## config.mk

```make
export PLATFORM = sky130hd
export DESIGN_NAME = ex_div_ctrl
export DESIGN_NICKNAME = d
export VERILOG_FILES = /design/src/rtl/ex_div_ctrl.sv
export SDC_FILE = /design/constraint.sdc
export NUM_CORES = 1
export LEC_CHECK = 0
export ABC_AREA = 1
export BUFFER_PORTS_ARGS = -buffer_cell sky130_fd_sc_hd__buf_2
export CORE_MARGIN = 2
export CORE_UTILIZATION = 30
export DETAILED_ROUTE_END_ITERATION = 10
export PLACE_DENSITY = 0.47
export SYNTH_ARGS = -nofsm -noshare
export SYNTH_HDL_FRONTEND = slang
export SYNTH_SLANG_ARGS = --single-unit
```

## constraint.sdc

```tcl
create_clock -name clk -period 2.8 [get_ports clk]
set_input_delay 0 -clock clk [delete_from_list [all_inputs] [get_ports clk]]
set_output_delay 0 -clock clk [all_outputs]
set_load 0.05 [all_outputs]
```

## src/rtl/ex_div_ctrl.sv

```systemverilog
// ex_div_ctrl: iterative radix-2 restoring divide sequencer for the EX stage.
//
// A divide runs in three steps:
//   1. Capture the operands (absolute values in signed mode).
//   2. Resolve one quotient bit per cycle, MSB first, for DATA_W cycles.
//   3. Apply one cycle of sign correction, then present the result in DONE.
// While a divide is in flight, busy requests a pipeline stall.
//
// Ports:
//   clk        in   rising-edge system clock
//   reset      in   asynchronous active-low reset
//   stall      in   pipeline stall; holds the result in DONE
//   flush      in   pipeline flush; aborts any operation (highest priority)
//   start      in   one-cycle divide request from ID/EX
//   sign       in   1 = signed two's complement divide, 0 = unsigned
//   dividend   in   operand 0
//   divisor    in   operand 1
//   busy       out  stall request to pipeline control
//   done       out  quotient/remainder valid
//   quotient   out  quotient result
//   remainder  out  remainder result (takes the sign of the dividend)
//   div_zero   out  divisor was zero for the current result
//   dbg_state  out  current FSM state (0 IDLE, 1 CALC, 2 FIX, 3 DONE)
//
// Handshake: start is a qualifier sampled only in IDLE. busy rises in the
// same cycle as an accepted start and stays high until the cycle before
// done. done stays high for as long as stall is high and drops in the cycle
// after stall is first seen low. quotient, remainder and div_zero are valid
// only while done is high.
module ex_div_ctrl #(
  parameter int DATA_W = 32,
  parameter int CNT_W  = 5
) (
  input  logic              clk,
  input  logic              reset,
  input  logic              stall,
  input  logic              flush,
  input  logic              start,
  input  logic              sign,
  input  logic [DATA_W-1:0] dividend,
  input  logic [DATA_W-1:0] divisor,
  output logic              busy,
  output logic              done,
  output logic [DATA_W-1:0] quotient,
  output logic [DATA_W-1:0] remainder,
  output logic              div_zero,
  output logic [1:0]        dbg_state
);

  typedef enum logic [1:0] {
    S_IDLE = 2'd0,
    S_CALC = 2'd1,
    S_FIX  = 2'd2,
    S_DONE = 2'd3
  } state_e;

  localparam logic [CNT_W-1:0] CNT_LAST = CNT_W'(DATA_W - 1);

  state_e            state_q, state_d;
  logic [CNT_W-1:0]  cnt_q, cnt_d;
  // dvd_q shifts the dividend out of its MSB while quotient bits enter at its LSB.
  logic [DATA_W-1:0] dvd_q, dvd_d;
  logic [DATA_W-1:0] dsr_q, dsr_d;
  logic [DATA_W-1:0] rem_q, rem_d;
  logic              neg_quo_q, neg_quo_d;
  logic              neg_rem_q, neg_rem_d;
  logic [DATA_W-1:0] quo_q, quo_d;
  logic [DATA_W-1:0] remo_q, remo_d;
  logic              dz_q, dz_d;

  logic [DATA_W-1:0] dvd_abs, dsr_abs;
  logic [DATA_W:0]   shifted;
  logic [DATA_W:0]   trial;

  // In signed mode, the most negative value maps to itself. Read as unsigned,
  // that is its correct magnitude.
  assign dvd_abs = (sign && dividend[DATA_W-1]) ? ('0 - dividend) : dividend;
  assign dsr_abs = (sign && divisor[DATA_W-1])  ? ('0 - divisor)  : divisor;

  // The partial remainder is always below the divisor. The shifted value is
  // therefore below twice the divisor. The trial difference lies strictly
  // within +/-2^DATA_W, so DATA_W+1 bits hold it and its MSB is the sign.
  assign shifted = {rem_q, dvd_q[DATA_W-1]};
  assign trial   = shifted - {1'b0, dsr_q};

  always_comb begin
    state_d   = state_q;
    cnt_d     = cnt_q;
    dvd_d     = dvd_q;
    dsr_d     = dsr_q;
    rem_d     = rem_q;
    neg_quo_d = neg_quo_q;
    neg_rem_d = neg_rem_q;
    quo_d     = quo_q;
    remo_d    = remo_q;
    dz_d      = dz_q;

    if (flush) begin
      state_d = S_IDLE;
      cnt_d   = '0;
      dz_d    = 1'b0;
    end else begin
      unique case (state_q)
        S_IDLE: begin
          if (start) begin
            dvd_d     = dvd_abs;
            dsr_d     = dsr_abs;
            rem_d     = '0;
            cnt_d     = '0;
            neg_quo_d = sign & (dividend[DATA_W-1] ^ divisor[DATA_W-1]);
            neg_rem_d = sign & dividend[DATA_W-1];
            if (divisor == '0) begin
              quo_d   = '1;
              remo_d  = dividend;
              dz_d    = 1'b1;
              state_d = S_DONE;
            end else begin
              state_d = S_CALC;
            end
          end
        end
        S_CALC: begin
          dvd_d = {dvd_q[DATA_W-2:0], ~trial[DATA_W]};
          rem_d = trial[DATA_W] ? shifted[DATA_W-1:0] : trial[DATA_W-1:0];
          cnt_d = cnt_q + 1'b1;
          if (cnt_q == CNT_LAST) state_d = S_FIX;
        end
        S_FIX: begin
          quo_d   = neg_quo_q ? ('0 - dvd_q) : dvd_q;
          remo_d  = neg_rem_q ? ('0 - rem_q) : rem_q;
          dz_d    = 1'b0;
          state_d = S_DONE;
        end
        S_DONE: begin
          if (!stall) begin
            state_d = S_IDLE;
            dz_d    = 1'b0;
          end
        end
        default: state_d = S_IDLE;
      endcase
    end
  end

  always_ff @(posedge clk or negedge reset) begin
    if (!reset) begin
      state_q   <= S_IDLE;
      cnt_q     <= '0;
      dvd_q     <= '0;
      dsr_q     <= '0;
      rem_q     <= '0;
      neg_quo_q <= 1'b0;
      neg_rem_q <= 1'b0;
      quo_q     <= '0;
      remo_q    <= '0;
      dz_q      <= 1'b0;
    end else begin
      state_q   <= state_d;
      cnt_q     <= cnt_d;
      dvd_q     <= dvd_d;
      dsr_q     <= dsr_d;
      rem_q     <= rem_d;
      neg_quo_q <= neg_quo_d;
      neg_rem_q <= neg_rem_d;
      quo_q     <= quo_d;
      remo_q    <= remo_d;
      dz_q      <= dz_d;
    end
  end

  // busy follows start combinationally, so the issuing instruction stalls in
  // its first cycle. A flush in CALC/FIX takes effect one edge later.
  assign busy      = ((state_q == S_IDLE) && start && !flush) ||
                     (state_q == S_CALC) || (state_q == S_FIX);
  assign done      = (state_q == S_DONE);
  assign quotient  = quo_q;
  assign remainder = remo_q;
  assign div_zero  = dz_q;
  assign dbg_state = state_q;

endmodule

```

; Word level (Yosys, flattened, before mapping)
; Cells that the tools add are included.
[classes]
n_mul = 0
n_addsub = 6
eq_ne = 10
n_reduce_logical = 19
n_lt_le_gt_ge = 0
div_mod_pow = 0
n_shift = 0
bitwise_logic = 5
muxes = 29
[op_table]
columns = operator, n
row1 = $mux W32, 11
row2 = $pmux W32 S2, 4
row3 = $sub A1 B32 Y32 const A, 4
row4 = $sub A33 B32 Y33, 1
row5 = $logic_not A32 Y1, 1
row6 = $ne A3 B3 Y1 const B, 4
row7 = $mux W2, 5
row8 = $mux W5, 2
row9 = $pmux W5 S2, 1
row10 = $reduce_and A3 Y1, 3
row11 = $pmux W2 S4, 1
row12 = $reduce_and A4 Y1, 2
row13 = $add A5 B1 Y5 const B, 1
row14 = $eq A5 B5 Y1 const B, 1
row15 = $eq A2 B2 Y1 const B, 2
row16 = $logic_and A1 B1 Y1, 4
row17 = $mux W1, 4
row18 = $ne A2 B2 Y1 const B, 2
row19 = $reduce_bool A2 Y1, 2
row20 = $reduce_bool A4 Y1, 1
row21 = $pmux W1 S3, 1
row22 = $reduce_bool A3 Y1, 1
row23 = $and A1 B1 Y1, 2
row24 = $eq A2 B1 Y1 const B, 1
row25 = other kinds (6), 8
[word_totals]
ramBits = 0
romBits = 0
regBits = 170
output_inout_bits = 69
memories = 0
wordCells = 79
latch_bits = 0

; Logic depth before layout (Yosys ltp)
; Gate-level depths: netlist (run 1).
[depth]
word_depth = 5
mapped_depth = 18
depth_no_buf = 17

; Least setup slack after synthesis (run 1)
; OpenSTA, ideal clock, no wires.
[synth_path]
path_type = register to register
start = reg state_q[0] (netlist: dbg_state[0])
end = reg dvd_q[27]
required_ns = 2.717
n_path_buf = 1
synth_period_minus_slack_ns = 2.242
path_stages_with_launch = 12
path_slack_ns = 0.558
arrival_time_ns = 2.159
cell_sequence = dfrtp_1 inv_1 ha_1 inv_1 nor2_1 o21bai_1 nor2_2 inv_2 buf_4 a21oi_1 o21ai_0 o21ai_0
[synth_between]
elab_chain_len = 3
elab_cells_between_ends = 6
classes_between = eq/ne: 2 / mux: 1 / reduce/logical: 3
[synth_rtl]
columns = item, line
row1 = "start, declared", 59  ; state_e state_q, state_d;
row2 = "start signal, assigned", 158  ; state_q <= state_d;
row3 = $eq A2 B1 Y1 or $logic_not A2 Y1 (tied branches), 103  ; unique case (state_q)
row4 = $reduce_bool A2 Y1 (no line) or $ne A2 B2 Y1 (tied branches), -
row5 = $reduce_and A3 Y1 (no line), -
row6 = "end signal, assigned", 160  ; dvd_q <= dvd_d;
row7 = "end, declared", 62  ; logic [DATA_W-1:0] dvd_q, dvd_d;
; Parallel ways exist; a longest one is shown, timed or not.
; A chain may end at the register's enable or synchronous reset.

; Worst setup path after layout (run 1)
[layout_path]
start = reg dvd_q[31]
end = reg rem_q[10]
[layout_between]
elab_chain_len = 3
[layout_rtl]
columns = item, line
row1 = $sub A33 B32 Y33, 84  ; assign trial = shifted - {1'b0, dsr_q};
row2 = $mux W32, 124  ; rem_d = trial[DATA_W] ? shifted[DATA_W-1:0] : trial[DATA_W-1:0];
row3 = $pmux W32 S2, 103
row4 = "end signal, assigned", 162  ; rem_q <= rem_d;
row5 = "end, declared", 64  ; logic [DATA_W-1:0] rem_q, rem_d;
; No other way between the ends.

==> run_results.csv, run 1 <==
group,metric,value,unit
timing,max_freq,392,MHz
synth,yosysSeqAreaShare,30.6,%
clock_tree,clock_sinks,170,
worst_setup_path,slowest_stage,"fa_1",
finish,areaGrowthSynthToFinish,18.2,%
timing,rsz0062_at_grt,"no",
timing,slew_violations,0,
pwr,power_switching,7960,uW
finish,layout-drive-gt1-share,11.1,%
worst_setup_path,cp_slowest_stage_delay,400,ps
worst_setup_path,crit_top_cell,"nand2_1",
finish,fin_util,36.0,%
worst_setup_path,path_buf_inv,2,
clock_tree,h-tree-depth,4,
timing,min_period,2550,ps
synth,ys_seq_elements,170,
clock_tree,post_cts_buffers,0,
worst_setup_path,cp_cell_sequence,"inv_1, ha_1, fa_1, inv_1, nand2_1, nand2_1, nand3_1, nand2_2, nand2_2, nand2_2, nand2_4, nand2_4, nand2_8, nand2_8, nand2_1, nand3_1, nand2_1",
synth,yosys_warnings,0,
worst_setup_path,path_max_fanout,27,
global_route,gr-usage-all-layers,22.6,%
placement,io_buffer_count,138,
timing,worst_slew_pin_slew,724,ps
finish,final_common_cell,"nand2_1",
worst_setup_path,crit_required,3150,ps
placement,post-place-cells,2915,
finish,final_nets,2498,
route,route.detailed.drc,0,
clock_tree,clkLatencyLatePin,460,ps
timing,timing.setup.tns,0,ps
global_route,antenna_found_initial,0,
route,drt_wl_total,53500,um
floorplan,core-area,45600,um^2
worst_setup_path,cp.arrival,2900,ps
clock_tree,cts_tree,"done",
synth,synth.distinct_cells,46,
placement,hpwlAfterDp,42800,um
hold_path,worstHoldPathType,"primary input to flip-flop",
floorplan,die_w,219,um
floorplan,die_h,219,um
global_route,grt_pass1_wl,82100,um
floorplan,rows,78,
floorplan,start_util,30.5,%
clock_tree,cts_resized,0,
job,drv_cap,0,
pwr,clockPowerShare,17.0,%
timing,skew,14.1,ps
timing,final-setup-viol-count,0,
synth,syn_avg_cell_area,6.29,um^2
global_route,grt_pass1_vias,14000,
placement,gp_congestion,0.913,
run_status,status,"finished clean",
route,ant_nets,0,
route,drt_iter0_drc,1279,
route,vias,14700,
floorplan,io_pins,139,
global_route,grt_max_degree,73,
clock_tree,numCtsBuffers,17,
synth,synth-edff-count,0,
worst_setup_path,start_kind,"flip-flop",
finish,fillers,5012,
finish,finalNonFillerCells,2996,
synth,synthesis.area,13900,um^2
timing,hold_viol,0,
synth,syn_inst,2208,
synth,ys_async_sr_fraction,100,%
clock_tree,clockRootBuffer,"clkbuf_16",
route,firstDrtPassIters,6,
pwr,p_seq_share,26.7,%
finish,layout_common_cells,"nand2_1 (701), inv_1 (293), nor2_1 (232)",
finish,antenna_cells,0,
worst_setup_path,crit_type,"flip-flop to flip-flop",
route,vias_per_cell,4.92,
route,wl_per_cell,17.9,um
pwr,power.leakage,0.00878,uW
pwr,internal_power,7070,uW
pwr,switching_share,52.9,%
clock_tree,clk_path_buf_depth,2,
pwr,p_per_area,915,nW/um^2
pwr,vdd_ir_drop_max,0.584,mV
global_route,globalRouteOverflowTotal,0,
synth,synth_flop_cell,"dfrtp_1",
worst_setup_path,critPathCaptureType,"flip-flop",
floorplan,die-area,48000,um^2
synth,syn_nets,2321,
clock_tree,ctsHoldBuffers,51,
pwr,power.total,15000,uW
worst_setup_path,critical-path-top-delay-family,"simple AND/OR/NAND/NOR gates",
timing,relSlewSlack,51.7,%
pwr,combPwrFrac,56.3,%
timing,finalCritPeriodShare,91.1,%
clock_tree,path_clk_slew,70,ps
-- worst register-to-register path, delay by kind of cell, from the launching register on --
| family | cells | cell delay, ps |
|---|---|---|
| buffers and inverters | 2 | 170 |
| AND/OR/NAND/NOR | 13 | 1250 |
| flip-flops | 1 | 390 |
| adder cells (fa/ha/maj) | 2 | 630 |
-- kinds of logic (layout without fill, tap and decap cells) --
logic type | count (synthesis) | count (layout) | share of synthesized area [%]
DFF | 170 | 170 | 30.6
adders and majority gates | 43 | 43 | 3.93
and+or+nand+nor | 1258 | 1258 | 38.3
buffers and inverters | 368 | 556 | 10.6
xor gates and xnor gates | 79 | 79 | 4.98
AOI/OAI and AO/OA | 290 | 290 | 11.5
-- cells in the mapped netlist (3+ instances only) --
cell type | n | area share (%)
xnor2_1 | 17 | 1.1
inv_1 | 293 | 7.9
o21ai_1 | 6 | 0.22
a32o_1 | 3 | 0.22
nand3_1 | 205 | 7.4
ha_1 | 42 | 3.8
dfrtp_1 | 170 | 31
o211ai_1 | 32 | 1.7
nor2_1 | 232 | 6.3
buf_2 | 18 | 0.65
clkinv_1 | 3 | 0.081
a21oi_1 | 101 | 3.6
and2_1 | 3 | 0.14
xor2_1 | 62 | 3.9
inv_2 | 4 | 0.11
buf_1 | 6 | 0.16
nor2_2 | 11 | 0.50
buf_4 | 7 | 0.38
nand2_1 | 701 | 19
nand4_1 | 30 | 1.4
nand3b_1 | 8 | 0.43
o21bai_1 | 6 | 0.32
nand2_2 | 28 | 1.3
o21ai_0 | 131 | 4.7
clkbuf_1 | 33 | 0.89
nor3_1 | 24 | 0.86
nand3_2 | 3 | 0.22
or2_2 | 4 | 0.18
-- worst paths after layout --
kind / from / endpoint / slack, ps / cells after the start
worst max-delay path: dvd_q[31]$_DFFE_PN0P_ / rem_q[10]$_DFFE_PN0P_ / 250 / 17
worst min-delay path: divisor[30] / dsr_q[30]$_DFFE_PN0P_ / 10 / 5
worst max register to register: dvd_q[31]$_DFFE_PN0P_ / rem_q[10]$_DFFE_PN0P_ / 250 / 17
worst min register to register: remainder[21]$_DFFE_PN0P_ / remainder[21]$_DFFE_PN0P_ / 480 / 2
min in group asynchronous: reset / remainder[17]$_DFFE_PN0P_ / 20 / 2
max in group asynchronous: reset / dbg_state[0]$_DFFE_PN0P_ / 1920 / 3
-- routing by layer --
layer / global-route usage [%] / vias up / routed length (um)
li1: - / 7377 / -
met1: 31.9 / 6847 / 25800
met2: 35.1 / 438 / 23400
met3: 3.02 / 64 / 2620
met4: 8.29 / 0 / 1760
met5: 0 / - / 0
-- final cells by class --
cell class	instances	area, um^2	share of cell area [%]
repair buffers	226	1510	9.19
well taps	600	751	4.57
flip-flops and latches	170	4250	25.9
multi-input cells	1670	8170	49.7
clock inverters	11	160	0.975
inverters	300	1130	6.86
clock buffers	19	453	2.76
-- sequential cells by signal (all words and copies together), names as in the netlist --
register	count
dsr_q	32
dvd_q	32
quotient	32
rem_q	32
remainder	32
cnt_q	5
dbg_state	2
div_zero	1
neg_quo_q	1
neg_rem_q	1
-- power by group through the flow --
stage / clock, uW / sequential (uW) / combinational [uW]
finish: 2550 / 4010 / 8460
global route: 2740 / 4130 / 9340
CTS: 2620 / 4010 / 8510
detailed placement: 0 / 4050 / 8420
global placement: 0 / 4030 / 8410
floorplan: 0 / 5370 / 4470
-- through the flow --
| stage | hold slack [ps] | setup WS (ps) | cell area (um^2) |
|---|---|---|---|
| after global placement | -65.5 | 307 | 15300 |
| after CTS | 0.0552 | 245 | 16400 |
| after global routing | 13.7 | 0.683 | 16400 |
| after detailed placement | -64.5 | 259 | 15300 |
| after floorplan | -296 | 558 | 13900 |
| final | 13.3 | 248 | 16400 |
Note: power is estimated with default switching activity, not from simulation.
==> inputs of run 2 (changes only) <==
--- a/config.mk
+++ b/config.mk
@@ -9,6 +9,7 @@
 export BUFFER_PORTS_ARGS = -buffer_cell sky130_fd_sc_hd__buf_2
 export CORE_MARGIN = 2
 export CORE_UTILIZATION = 30
+export CTS_BUF_LIST = sky130_fd_sc_hd__clkbuf_16
 export DETAILED_ROUTE_END_ITERATION = 10
 export PLACE_DENSITY = 0.47
 export SYNTH_ARGS = -nofsm -noshare
==> run_results.csv, run 2 (synthesized netlist as in run 1, its figures left out) <==
group,metric,value,unit
run_status,status,"finished clean",
clock_tree,post_cts_buffers,0,
worst_setup_path,reg2regPathDepth,17,
timing,max_freq,391,MHz
timing,finalCritPeriodShare,91.2,%
pwr,combPwrFrac,56.5,%
worst_setup_path,cp.arrival,2910,ps
worst_setup_path,cp_cell_sequence,"inv_1, ha_1, fa_1, inv_1, nand2_1, nand2_1, nand3_1, nand2_2, nand2_2, nand2_2, nand2_4, nand2_4, nand2_8, nand2_8, nand2_1, nand3_1, nand2_1",
floorplan,start_util,30.5,%
clock_tree,clockRootBuffer,"clkbuf_16",
timing,rsz0062_at_grt,"no",
global_route,grt_pass1_vias,14000,
timing,hold_viol,0,
timing,worst_slack,245,ps
placement,hpwlAfterDp,42800,um
pwr,clockPowerShare,16.7,%
route,drt_wl_total,53500,um
worst_setup_path,cp_slowest_stage_delay,400,ps
worst_setup_path,start_kind,"flip-flop",
pwr,p_per_area,912,nW/um^2
route,drt_iter0_drc,1186,
floorplan,rows,78,
finish,layout_common_cells,"nand2_1 (701), inv_1 (293), nor2_1 (232)",
route,ant_nets,0,
timing,final-setup-viol-count,0,
finish,areaGrowthSynthToFinish,18.2,%
clock_tree,cts_tree,"done",
clock_tree,h-tree-depth,4,
pwr,switching_share,53.1,%
finish,antenna_cells,0,
placement,io_buffer_count,138,
floorplan,die_h,219,um
worst_setup_path,critPathCaptureType,"flip-flop",
route,vias,14700,
timing,slew_violations,0,
clock_tree,clock_sinks,170,
finish,final_common_cell,"nand2_1",
global_route,antenna_found_initial,0,
pwr,power.total,15000,uW
worst_setup_path,crit_top_cell,"nand2_1",
route,vias_per_cell,4.92,
route,wl_per_cell,17.9,um
pwr,p_seq_share,26.8,%
clock_tree,numCtsBuffers,17,
timing,min_period,2550,ps
finish,fillers,5015,
finish,final_area,16400,um^2
floorplan,die-area,48000,um^2
finish,regArea,4250,um^2
worst_setup_path,crit_type,"flip-flop to flip-flop",
timing,worst_slew_pin_slew,761,ps
timing,timing.setup.tns,0,ps
worst_setup_path,slowest_stage,"fa_1",
finish,final_nets,2499,
hold_path,worstHoldPathType,"primary input to async pin",
clock_tree,path_clk_slew,70,ps
pwr,power_switching,7950,uW
route,route.detailed.drc,0,
job,drv_cap,0,
timing,relSlewSlack,49.2,%
clock_tree,clkLatencyLatePin,470,ps
pwr,internal_power,7020,uW
worst_setup_path,crit_required,3150,ps
floorplan,die_w,219,um
floorplan,core-area,45600,um^2
global_route,globalRouteOverflowTotal,0,
finish,layout-drive-gt1-share,11.0,%
floorplan,io_pins,139,
global_route,gr-usage-all-layers,22.6,%
timing,skew,14.3,ps
worst_setup_path,path_max_fanout,27,
pwr,power.leakage,0.00877,uW
placement,dpl_cell_area,15300,um^2
placement,gp_congestion,0.913,
pwr,vdd_ir_drop_max,0.585,mV
finish,multi_input_area,8170,um^2
clock_tree,clk_path_buf_depth,2,
global_route,grt_max_degree,73,
placement,pre_cts_ws,259,ps
global_route,grt_pass1_wl,82100,um
route,firstDrtPassIters,6,
==> run 2: stage by stage <==
| step | cells | utilization, % | hold slack (ps) |
|---|---|---|---|
| 6_report | 2997 | 36.0 | 10.8 |
| 5_1_grt | 2997 | 36.0 | 28.0 |
| 4_1_cts | 2997 | 36.0 | 3.49 |
| 3_5_place_dp | 2915 | 33.6 | -64.5 |
| 3_3_place_gp | 2915 | 33.6 | -65.5 |
| 2_1_floorplan | 2208 | - | -296 |
==> run 2: what timing repair did <==
action	in CTS	in global routing
resized for setup	0	0
hold buffers	52	0
hold endpoints to repair	225	0
==> run 2: per-layer routing <==
| metal | track usage (%) | part of all wire, % | up-vias |
|---|---|---|---|
| li1 | - | - | 7381 |
| met1 | 31.9 | 48 | 6842 |
| met2 | 35.1 | 44 | 451 |
| met3 | 3.02 | 5.4 | 68 |
| met4 | 8.29 | 3.3 | 0 |
| met5 | 0 | 0 | - |
==> run 2: worst max-delay path: cells and delay by family (launching register included) <==
family / cells / cell delay (ps)
DFF: 1 / 390
adders and majority gates: 2 / 630
and+or+nand+nor: 13 / 1240
buffers and inverters: 2 / 170
==> run 2: worst paths after layout <==
| kind | start | endpoint | slack [ps] |
|---|---|---|---|
| worst min-delay path | reset | remainder[17]$_DFFE_PN0P_ | 10 |
| max in group asynchronous | reset | dbg_state[0]$_DFFE_PN0P_ | 1930 |
| min in group clk | divisor[30] | dsr_q[30]$_DFFE_PN0P_ | 10 |
| worst max register to register | dvd_q[31]$_DFFE_PN0P_ | rem_q[10]$_DFFE_PN0P_ | 250 |
| worst max-delay path | dvd_q[31]$_DFFE_PN0P_ | rem_q[10]$_DFFE_PN0P_ | 250 |
| worst min register to register | remainder[12]$_DFFE_PN0P_ | remainder[12]$_DFFE_PN0P_ | 480 |
==> run 2: layout make-up <==
type                            instances  share of cell area, %
Clock inverter                         13                   1.02
Tap cell                              600                   4.57
Sequential cell                       170                   25.9
Clock buffer                           17                   2.59
Inverter                              300                   6.86
Multi-Input combinational cell       1670                   49.8
Timing Repair Buffer                  227                   9.26
==> run 2: power groups by stage <==
stage,combinational [uW],clock [uW],sequential (uW)
6_report,8460,2500,4010
2_1_floorplan,4470,0,5370
3_3_place_gp,8410,0,4030
3_5_place_dp,8420,0,4050
5_1_grt,9340,2680,4130
4_1_cts,8510,2560,4010
==> inputs of run 3 (changes only) <==
--- a/config.mk
+++ b/config.mk
@@ -11,7 +11,7 @@
 export CORE_UTILIZATION = 30
 export CTS_BUF_LIST = sky130_fd_sc_hd__clkbuf_16
 export DETAILED_ROUTE_END_ITERATION = 10
-export PLACE_DENSITY = 0.47
+export PLACE_DENSITY_LB_ADDON = 0.08
 export SYNTH_ARGS = -nofsm -noshare
 export SYNTH_HDL_FRONTEND = slang
 export SYNTH_SLANG_ARGS = --single-unit
==> run_results.csv, run 3 (synthesized netlist as in run 1, its figures left out) <==
group,metric,value,unit
global_route,globalRouteOverflowTotal,0,
finish,areaGrowthSynthToFinish,19.4,%
floorplan,die-area,48000,um^2
route,drt_iter0_drc,1179,
worst_setup_path,crit_required,3180,ps
timing,worst_slack,257,ps
finish,layout_common_cells,"nand2_1 (701), inv_1 (293), nor2_1 (232)",
timing,rsz0062_at_grt,"no",
clock_tree,h-tree-depth,4,
finish,final_nets,2512,
clock_tree,clock_sinks,170,
clock_tree,clockRootBuffer,"clkbuf_16",
placement,pre_cts_ws,250,ps
clock_tree,clkLatencyLatePin,500,ps
finish,finalNonFillerCells,3012,
timing,slew_violations,0,
worst_setup_path,critPathCaptureType,"flip-flop",
global_route,grt_pass1_wl,84600,um
global_route,gr-usage-all-layers,23.5,%
pwr,power.leakage,0.00886,uW
placement,post-place-cells,2917,
clock_tree,ctsHoldBuffers,63,
route,drt_wl_total,55100,um
timing,worst_slew_pin_slew,714,ps
pwr,power.total,15100,uW
pwr,vdd_ir_drop_max,0.733,mV
worst_setup_path,path_max_fanout,7,
finish,antenna_cells,0,
timing,relSlewSlack,52.1,%
timing,max_freq,393,MHz
finish,final_common_cell,"nand2_1",
route,firstDrtPassIters,5,
placement,io_buffer_count,138,
worst_setup_path,start_kind,"flip-flop",
placement,hpwlAfterDp,44300,um
global_route,grt_pass1_vias,14200,
clock_tree,cts_resized,0,
job,drv_cap,0,
floorplan,start_util,30.5,%
route,ant_nets,0,
worst_setup_path,crit_type,"flip-flop to flip-flop",
clock_tree,cts_tree,"done",
worst_setup_path,cp_slowest_stage_delay,400,ps
route,route.detailed.drc,0,
placement,gp_congestion,0.925,
floorplan,io_pins,139,
timing,finalCritPeriodShare,90.8,%
pwr,p_per_area,908,nW/um^2
floorplan,die_w,219,um
run_status,status,"finished clean",
floorplan,rows,78,
clock_tree,clk_path_buf_depth,2,
timing,hold_viol,0,
clock_tree,post_cts_buffers,0,
clock_tree,path_clk_slew,80,ps
global_route,grt_max_degree,60,
floorplan,die_h,219,um
global_route,antenna_found_initial,0,
clock_tree,numCtsBuffers,17,
route,vias,14700,
worst_setup_path,cp.arrival,2920,ps
timing,skew,18.3,ps
hold_path,worstHoldPathType,"primary input to flip-flop",
timing,timing.setup.tns,0,ps
timing,final-setup-viol-count,0,
route,wl_per_cell,18.3,um
worst_setup_path,slowest_stage,"fa_1",
finish,layout-drive-gt1-share,11.2,%
worst_setup_path,crit_top_cell,"nand2_1",
timing,min_period,2540,ps
floorplan,core-area,45600,um^2
worst_setup_path,cp_cell_sequence,"inv_1, ha_1, fa_1, inv_1, nand2_1, nand2_1, nand3_1, nand2_2, nand2_2, nand2_2, nand2_4, nand2_4, nand2_1, nand2_2, nand2_1, nand3_1, nand2_1",
route,vias_per_cell,4.87,
==> run 3: cell count changes in the layout (fill, tap and decap cells not counted) <==
cell,before,now
dlygate4sd3_1,52,63
clkinv_8,0,5
bufinv_16,3,0
inv_8,1,4
buf_12,2,4
clkinv_1,5,3
inv_12,0,2
clkinv_4,1,0
clkinvlp_4,2,1
inv_6,4,3
==> run 3: worst paths after layout <==
check / depth (start not counted) / endpoint / start / slack, ps
worst max-delay path: 17 / rem_q[3]$_DFFE_PN0P_ / dvd_q[31]$_DFFE_PN0P_ / 260
worst min-delay path: 5 / remainder[21]$_DFFE_PN0P_ / dividend[21] / 30
worst max register to register: 17 / rem_q[3]$_DFFE_PN0P_ / dvd_q[31]$_DFFE_PN0P_ / 260
worst min register to register: 2 / quotient[25]$_DFFE_PN0P_ / quotient[25]$_DFFE_PN0P_ / 480
max in group asynchronous: 3 / dvd_q[0]$_DFFE_PN0P_ / reset / 1970
min in group asynchronous: 2 / remainder[8]$_DFFE_PN0P_ / reset / 50
==> run 3: per-stage QoR <==
step           utilization, %  area [um^2]  hold WS (ps)
6_report                 36.4        16600          34.0
5_1_grt                  36.4        16600          54.1
4_1_cts                  36.4        16600          4.28
3_5_place_dp             33.7        15300          63.8
3_3_place_gp             33.7        15300          61.1
2_1_floorplan               -        13900          -296
==> run 3: layout make-up <==
class / instances / area [um^2]
tap: 600 / 751
multi-input combinational: 1670 / 8170
inverter: 300 / 1130
clock buffer: 17 / 425
sequential: 170 / 4250
fill: 5123 / 29000
timing repair buffer: 240 / 1670
clock inverter: 15 / 193
==> run 3: report_power, final <==
group / switching, uW / internal (uW)
Sequential: 697 / 3350
Combinational: 6180 / 2270
Clock: 1330 / 1220
Total: 8210 / 6850
==> run 3: worst max-delay path, delay by kind of cell (launching register included) <==
family                   cells  cell delay (ps)
flip-flops                   1              390
adder cells (fa/ha/maj)      2              630
buffers and inverters        2              160
AND/OR/NAND/NOR             13             1260
==> run 3: per-layer routing <==
| metal | track usage, % | routed length [um] | up-vias |
|---|---|---|---|
| li1 | - | - | 7416 |
| met1 | 32.0 | 26100 | 6867 |
| met2 | 39.1 | 25800 | 336 |
| met3 | 2.88 | 2270 | 50 |
| met4 | 6.28 | 987 | 0 |
| met5 | 0 | 0 | - |
